**src/rtl/cpu_pkg.sv**
```systemverilog
// Shared pipeline-register definitions: default bus widths, the NOP encoding and the bubble record.
// Latency: none (types and constants only).
// Backpressure: none; the stall/flush semantics live in the pipeline registers that use this package.
package cpu_pkg;

    localparam int PC_W_DEF    = 64;
    localparam int INSTR_W_DEF = 32;

    // Encoding the decode stage treats as "do nothing"; used as the bubble instruction.
    localparam logic [31:0] NOP = 32'hD503201F;

    // Contents of one pipeline slot; later pipeline registers carry the same triple.
    typedef struct packed {
        logic [PC_W_DEF-1:0]    pc;
        logic [INSTR_W_DEF-1:0] instr;
        logic                   valid;
    } bubble_t;

    localparam bubble_t BUBBLE = '{pc: '0, instr: NOP, valid: 1'b0};

endpackage

```
**src/rtl/if_id_stage_if.sv**
```systemverilog
// Bundle between fetch/hazard logic (master) and the IF/ID register (slave), plus debug counters.
// Latency: none (wires only).
// Backpressure: stall from the master freezes the slave's outputs; flush overrides stall.
interface if_id_stage_if #(
    parameter int PC_W    = 64,
    parameter int INSTR_W = 32,
    parameter int CNT_W   = 16
);
    logic [PC_W-1:0]    pc_in;
    logic [INSTR_W-1:0] instr_in;
    logic               valid_in;
    logic               stall;
    logic               flush;
    logic [PC_W-1:0]    pc_out;
    logic [INSTR_W-1:0] instr_out;
    logic               valid_out;
    logic [CNT_W-1:0]   stall_cnt;
    logic [CNT_W-1:0]   flush_cnt;

    modport master (
        output pc_in, instr_in, valid_in, stall, flush,
        input  pc_out, instr_out, valid_out, stall_cnt, flush_cnt
    );

    modport slave (
        input  pc_in, instr_in, valid_in, stall, flush,
        output pc_out, instr_out, valid_out, stall_cnt, flush_cnt
    );
endinterface

```
**src/rtl/stage_reg.sv**
```systemverilog
// Bank of enable flip-flops with a clear-to-constant input select, built from gate primitives.
// Latency: 1 cycle from d to q when enabled.
// Backpressure: hold=1 keeps q; clr=1 loads CLR_VAL regardless of hold.
module stage_reg #(
    parameter int               WIDTH   = 1,
    parameter logic [WIDTH-1:0] CLR_VAL = '0
) (
    input  logic             clk,
    input  logic             reset,
    input  logic             hold,
    input  logic             clr,
    input  logic [WIDTH-1:0] d,
    output logic [WIDTH-1:0] q
);

    wire             nHold;
    wire             nClr;
    wire             loadEn;
    wire [WIDTH-1:0] keepBit;
    wire [WIDTH-1:0] clrBit;
    wire [WIDTH-1:0] dSel;

    // Clear must win over hold, so the enable is clr OR NOT hold.
    not gNotHold (nHold, hold);
    not gNotClr  (nClr, clr);
    or  gEn      (loadEn, clr, nHold);

    // Per-bit 2:1 select: the clear constant when clr, otherwise the incoming bus.
    for (genvar i = 0; i < WIDTH; i++) begin : g_sel
        and gKeep (keepBit[i], d[i], nClr);
        and gClr  (clrBit[i], CLR_VAL[i], clr);
        or  gOut  (dSel[i], keepBit[i], clrBit[i]);
    end

    // Capture the selected value when enabled; reset forces the clear constant.
    always_ff @(posedge clk or negedge reset) begin
        if (!reset) begin
            q <= CLR_VAL;
        end else if (loadEn) begin
            q <= dSel;
        end
    end

endmodule

```
**src/rtl/if_id_stage.sv**
```systemverilog
// IF/ID pipeline register: holds fetched PC/instruction/valid for decode, plus stall/flush event counters.
// Latency: 1 cycle from fetch inputs to decode outputs on a load edge.
// Backpressure: stall freezes the slot; flush inserts a bubble and overrides stall.
module if_id_stage
    import cpu_pkg::*;
#(
    parameter int PC_W    = PC_W_DEF,
    parameter int INSTR_W = INSTR_W_DEF,
    parameter int CNT_W   = 16
) (
    input  logic          clk,
    input  logic          reset,
    if_id_stage_if.slave  bus
);

    stage_reg #(.WIDTH(PC_W), .CLR_VAL('0)) uPcReg (
        .clk   (clk),
        .reset (reset),
        .hold  (bus.stall),
        .clr   (bus.flush),
        .d     (bus.pc_in),
        .q     (bus.pc_out)
    );

    stage_reg #(.WIDTH(INSTR_W), .CLR_VAL(INSTR_W'(NOP))) uInstrReg (
        .clk   (clk),
        .reset (reset),
        .hold  (bus.stall),
        .clr   (bus.flush),
        .d     (bus.instr_in),
        .q     (bus.instr_out)
    );

    stage_reg #(.WIDTH(1), .CLR_VAL(1'b0)) uValidReg (
        .clk   (clk),
        .reset (reset),
        .hold  (bus.stall),
        .clr   (bus.flush),
        .d     (bus.valid_in),
        .q     (bus.valid_out)
    );

    // Counted events: index 0 = stall actually held the stage (flush absent), index 1 = bubble inserted.
    wire       nFlush;
    wire [1:0] evt;

    not gNotFlush (nFlush, bus.flush);
    and gStallEvt (evt[0], bus.stall, nFlush);
    buf gFlushEvt (evt[1], bus.flush);

    for (genvar k = 0; k < 2; k++) begin : g_cnt
        logic [CNT_W-1:0] cnt;
        wire  [CNT_W:0]   carry;
        wire  [CNT_W-1:0] sum;
        wire              notSat;
        wire              cntEn;

        // Ripple incrementer; the final carry is high only when cnt is all ones, i.e. saturated.
        assign carry[0] = 1'b1;
        for (genvar i = 0; i < CNT_W; i++) begin : g_bit
            xor gSum   (sum[i], cnt[i], carry[i]);
            and gCarry (carry[i+1], cnt[i], carry[i]);
        end

        not gNotSat (notSat, carry[CNT_W]);
        and gCntEn  (cntEn, evt[k], notSat);

        // Count the event unless already at the maximum; only reset clears it.
        always_ff @(posedge clk or negedge reset) begin
            if (!reset) begin
                cnt <= '0;
            end else if (cntEn) begin
                cnt <= sum;
            end
        end
    end

    assign bus.stall_cnt = g_cnt[0].cnt;
    assign bus.flush_cnt = g_cnt[1].cnt;

endmodule

```
**src/flat_wrapper.sv**
```systemverilog
// flat-port wrapper written by rule: the top's interface ports become plain ports
module if_id_stage_flat import cpu_pkg::*;
#(
    parameter int PC_W    = PC_W_DEF,
    parameter int INSTR_W = INSTR_W_DEF,
    parameter int CNT_W   = 16
)
  (clk, reset, bus_pc_in, bus_instr_in, bus_valid_in, bus_stall, bus_flush, bus_pc_out, bus_instr_out, bus_valid_out, bus_stall_cnt, bus_flush_cnt);
  if_id_stage_if #(.PC_W(PC_W), .INSTR_W(INSTR_W), .CNT_W(CNT_W)) bus_i ();
  input  logic clk;
  input  logic reset;
  input wire logic [$bits(bus_i.pc_in)-1:0] bus_pc_in;
  input wire logic [$bits(bus_i.instr_in)-1:0] bus_instr_in;
  input wire logic [$bits(bus_i.valid_in)-1:0] bus_valid_in;
  input wire logic [$bits(bus_i.stall)-1:0] bus_stall;
  input wire logic [$bits(bus_i.flush)-1:0] bus_flush;
  output wire logic [$bits(bus_i.pc_out)-1:0] bus_pc_out;
  output wire logic [$bits(bus_i.instr_out)-1:0] bus_instr_out;
  output wire logic [$bits(bus_i.valid_out)-1:0] bus_valid_out;
  output wire logic [$bits(bus_i.stall_cnt)-1:0] bus_stall_cnt;
  output wire logic [$bits(bus_i.flush_cnt)-1:0] bus_flush_cnt;
  assign bus_i.pc_in = bus_pc_in;
  assign bus_i.instr_in = bus_instr_in;
  assign bus_i.valid_in = bus_valid_in;
  assign bus_i.stall = bus_stall;
  assign bus_i.flush = bus_flush;
  assign bus_pc_out = bus_i.pc_out;
  assign bus_instr_out = bus_i.instr_out;
  assign bus_valid_out = bus_i.valid_out;
  assign bus_stall_cnt = bus_i.stall_cnt;
  assign bus_flush_cnt = bus_i.flush_cnt;
  if_id_stage #(.PC_W(PC_W), .INSTR_W(INSTR_W), .CNT_W(CNT_W)) u_core (.clk(clk), .reset(reset), .bus(bus_i));
endmodule
```
**config.mk**
```make
export PLATFORM = sky130hd
export DESIGN_NAME = if_id_stage_flat
export DESIGN_NICKNAME = d
export VERILOG_FILES = /design/src/rtl/cpu_pkg.sv /design/src/rtl/if_id_stage_if.sv /design/src/rtl/stage_reg.sv /design/src/rtl/if_id_stage.sv /design/src/flat_wrapper.sv
export SDC_FILE = /design/constraint.sdc
export NUM_CORES = 1
export LEC_CHECK = 0
export ABC_AREA = 1
export ABC_CLOCK_PERIOD_IN_PS = 5000
export BUFFER_PORTS_ARGS = -buffer_cell sky130_fd_sc_hd__buf_4
export CAP_MARGIN = 15
export CORE_AREA = 2 2 139 141
export CTS_BUF_LIST = sky130_fd_sc_hd__clkbuf_2 sky130_fd_sc_hd__clkbuf_4 sky130_fd_sc_hd__clkbuf_8
export DETAILED_ROUTE_END_ITERATION = 8
export DIE_AREA = 0 0 141 143
export HOLD_SLACK_MARGIN = 0.15
export PLACE_DENSITY = 0.64
export RECOVER_POWER = 50
export SLEW_MARGIN = 15
export SYNTH_ARGS = -nofsm -noshare
export SYNTH_HDL_FRONTEND = slang
export SYNTH_SLANG_ARGS = --single-unit
```
**constraint.sdc**
```tcl
create_clock -name clk -period 5 [get_ports clk]
set_input_delay 0.75 -clock clk [delete_from_list [all_inputs] [get_ports clk]]
set_output_delay 0.75 -clock clk [all_outputs]
set_load 0.01 [all_outputs]
```
==> run_results.csv <==
group,metric,value,unit
status,outcome,"finished, violations left",
status,violations,"max-capacitance violations, max-slew violations",
timing,tightest_slew,3485,ps
global_routing,grt_pass1_vias,4554,
synthesis,yosys_register_bits,129,
synthesis,netlist_instances,593,
power_and_ir_drop,cellPowerDensity,323.3,nW/um^2
setup_path,cp.arrival,4430,ps
die,rows,50,
timing,slew_viol_final,107,
global_routing,grt_pass1_wl,24030,um
clocking,root_buffer,"clkbuf_8",
drt,wl,15170,um
setup_path,critPathCaptureType,"register",
cells_and_area,syn_to_final_growth,37.24,%
synthesis,syn_avg_cell_area,9.292,sq um
clocking,clock_path_buffers,2,
synthesis,synth.area.top_cells,"dfrtp_1, nand2_1, nand3_1",
timing,clock.fmax,0.2416,GHz
clocking,holdBufCountCts,0,
cells_and_area,fin_cells,1052,
clocking,cts_resized,0,
synthesis,syn_nets,724,
die,dieArea,20160,sq um
timing,relSlewSlack,-1.323,
synthesis,yosys.area.top_type,"dfrtp_1",
placed_design,place.gp.congestion,0.7404,
drt,routed_via_density,4.496,
timing,setup_ws,861.3,ps
cells_and_area,drive_gt1_frac,0.2897,
timing,fin_tns_setup,0,ps
power_and_ir_drop,vdd_drop_max,143.7,uV
synthesis,synth.cell_area,5510,sq um
synthesis,ys_types,17,
placed_design,port_buffers,229,
die,core-area,18580,sq um
drt,drc,0,
clocking,cts.htree.levels,4,
drt,drtAntennaViolNets,0,
drt,wl_per_cell,14.42,um
global_routing,grt_usage,0.1501,
drt,dr.pass1.iters,5,
die,die_y,143,um
placed_design,placed_area,7370,sq um
clocking,cts.sinks,129,
drt,drt_iter0_drc,214,
die,start_util,0.2966,
timing,setup_violations,0,
cells_and_area,final_cell_area,7562,sq um
setup_path,worstPathMaxFanout,16,
clocking,clock_latency,430,ps
synthesis,ys_seq_area_frac,0.5888,
clocking,cts_tree,"built",
job,maxCapViolCount,2,
synthesis,synth.top_cell.area_share,0.5268,
timing,hold_violations,0,
timing,fin_crit,4139,ps
global_routing,antenna_found_initial,0,
cells_and_area,most-common-layout-cells,"nand2_1, buf_4, dfrtp_1, nand3_1, clkbuf_1",
clocking,numCtsBuffers,17,
placed_design,place_inst,1020,
cells_and_area,antenna_cells,0,
setup_path,worstSetupPathType,"register to register",
die,pin_count,230,
global_routing,grt_max_degree,78,
cells_and_area,mostFrequentLayoutCell,"nand2_1",
timing,min_period_over_period,0.8277,
global_routing,grt.overflow.total,0,
placed_design,post-place-ws,856.8,ps
clocking,path_clk_slew,80,ps
power_and_ir_drop,p_leak,4.232,nW
synthesis,ys_warn_count,0,
timing,finClkSkew,6.858,ps
cells_and_area,nets,936,
clocking,post_cts_buffers,0,
timing,rsz0062_at_grt,"false",
setup_path,worst_ep_required_time,5290,ps
die,fp.dieW,141,um
cells_and_area,num-fill-cells,1893,
setup_path,cp-start-kind,"register",
hold_path,min-delay-path-class,"register to register",
placed_design,hpwlAfterDp,10190,um
drt,dr_total_vias,4730,
## worst paths after layout
kind,start,endpoint,slack (ps),depth (start not counted)
min reg2reg,u_core.uPcReg.q[57],u_core.uPcReg.q[57],470,2
max,u_core.bus.flush_cnt[0],u_core.bus.flush_cnt[0],860,18
min,u_core.uPcReg.q[57],u_core.uPcReg.q[57],470,2
max reg2reg,u_core.bus.flush_cnt[0],u_core.bus.flush_cnt[0],860,18
max in group asynchronous,reset,u_core.bus.flush_cnt[15],1540,1
min in group asynchronous,reset,u_core.uInstrReg.q[27],1480,1
## metrics by stage
stage               total power (W)    util  hold WS [ps]
floorplan                  0.001377       -         454.4
global placement           0.001632  0.3966         455.1
detailed placement         0.001636  0.3966         459.0
CTS                        0.002511  0.4167         407.5
global route               0.002589  0.4070         485.0
finish                     0.002445  0.4070         469.9
## where the power goes
| group | switching (W) | total, W | internal [W] |
|---|---|---|---|
| Combinational | 0.000215 | 0.000403 | 0.000189 |
| Clock | 0.000452 | 0.000856 | 0.000404 |
| Sequential | 0.0000584 | 0.00119 | 0.00113 |
| Total | 0.000725 | 0.00245 | 0.00172 |
## Yosys cell counts
master    instances
inv_4             2
inv_2             2
nand3_1         102
nand2_1         257
buf_2            17
ha_1             30
nand4_1          15
clkbuf_1         10
dfstp_2          13
dfrtp_1         116
xor2_1            1
a21oi_1          11
buf_1             3
nand3_2           1
inv_1             2
buf_4            10
nor2_4            1
## flip-flops by register name, summed over array words and instances (netlist names)
name,count
u_core.bus.stall_cnt,16
u_core.uInstrReg.q,32
u_core.uValidReg.q,1
u_core.bus.flush_cnt,16
u_core.uPcReg.q,64
## final cells by class
| type | instances | area [sq um] | share of cell area |
|---|---|---|---|
| tap | 234 | 292.8 | 0.03872 |
| clock buffer | 18 | 241.5 | 0.03193 |
| sequential | 129 | 3244 | 0.4290 |
| inverter | 6 | 28.78 | 0.003805 |
| multi-input combinational | 418 | 2022 | 0.2674 |
| clock inverter | 14 | 131.4 | 0.01737 |
| timing repair buffer | 233 | 1602 | 0.2118 |
## cells by family after synthesis
kind of cell    share of synthesized area
simple gates                       0.2886
compound gates                   0.009990
flops                              0.5888
buf+inv                           0.04292
xor+xnor                         0.001590
fa+ha+maj                         0.06812
## routing by layer
layer  global-route usage  up-vias  wire length, um
met5                    0        -                0
met4              0.05263        0              164
met2               0.2288      158             7030
met3              0.05164       10             1072
li1                     -     2355                -
met1               0.1996     2207             6906
## critical path, stage by stage (launching register included)
cell and delay, ps:
dfrtp_1 410, ha_1 210, ha_1 180, ha_1 180, ha_1 180, ha_1 180
ha_1 180, ha_1 180, ha_1 170, ha_1 180, ha_1 180, ha_1 180
ha_1 180, ha_1 190, ha_1 180, ha_1 180, inv_2 200, nand2_1 380
xor2_1 270
Power figures use the tool's default switching activity.
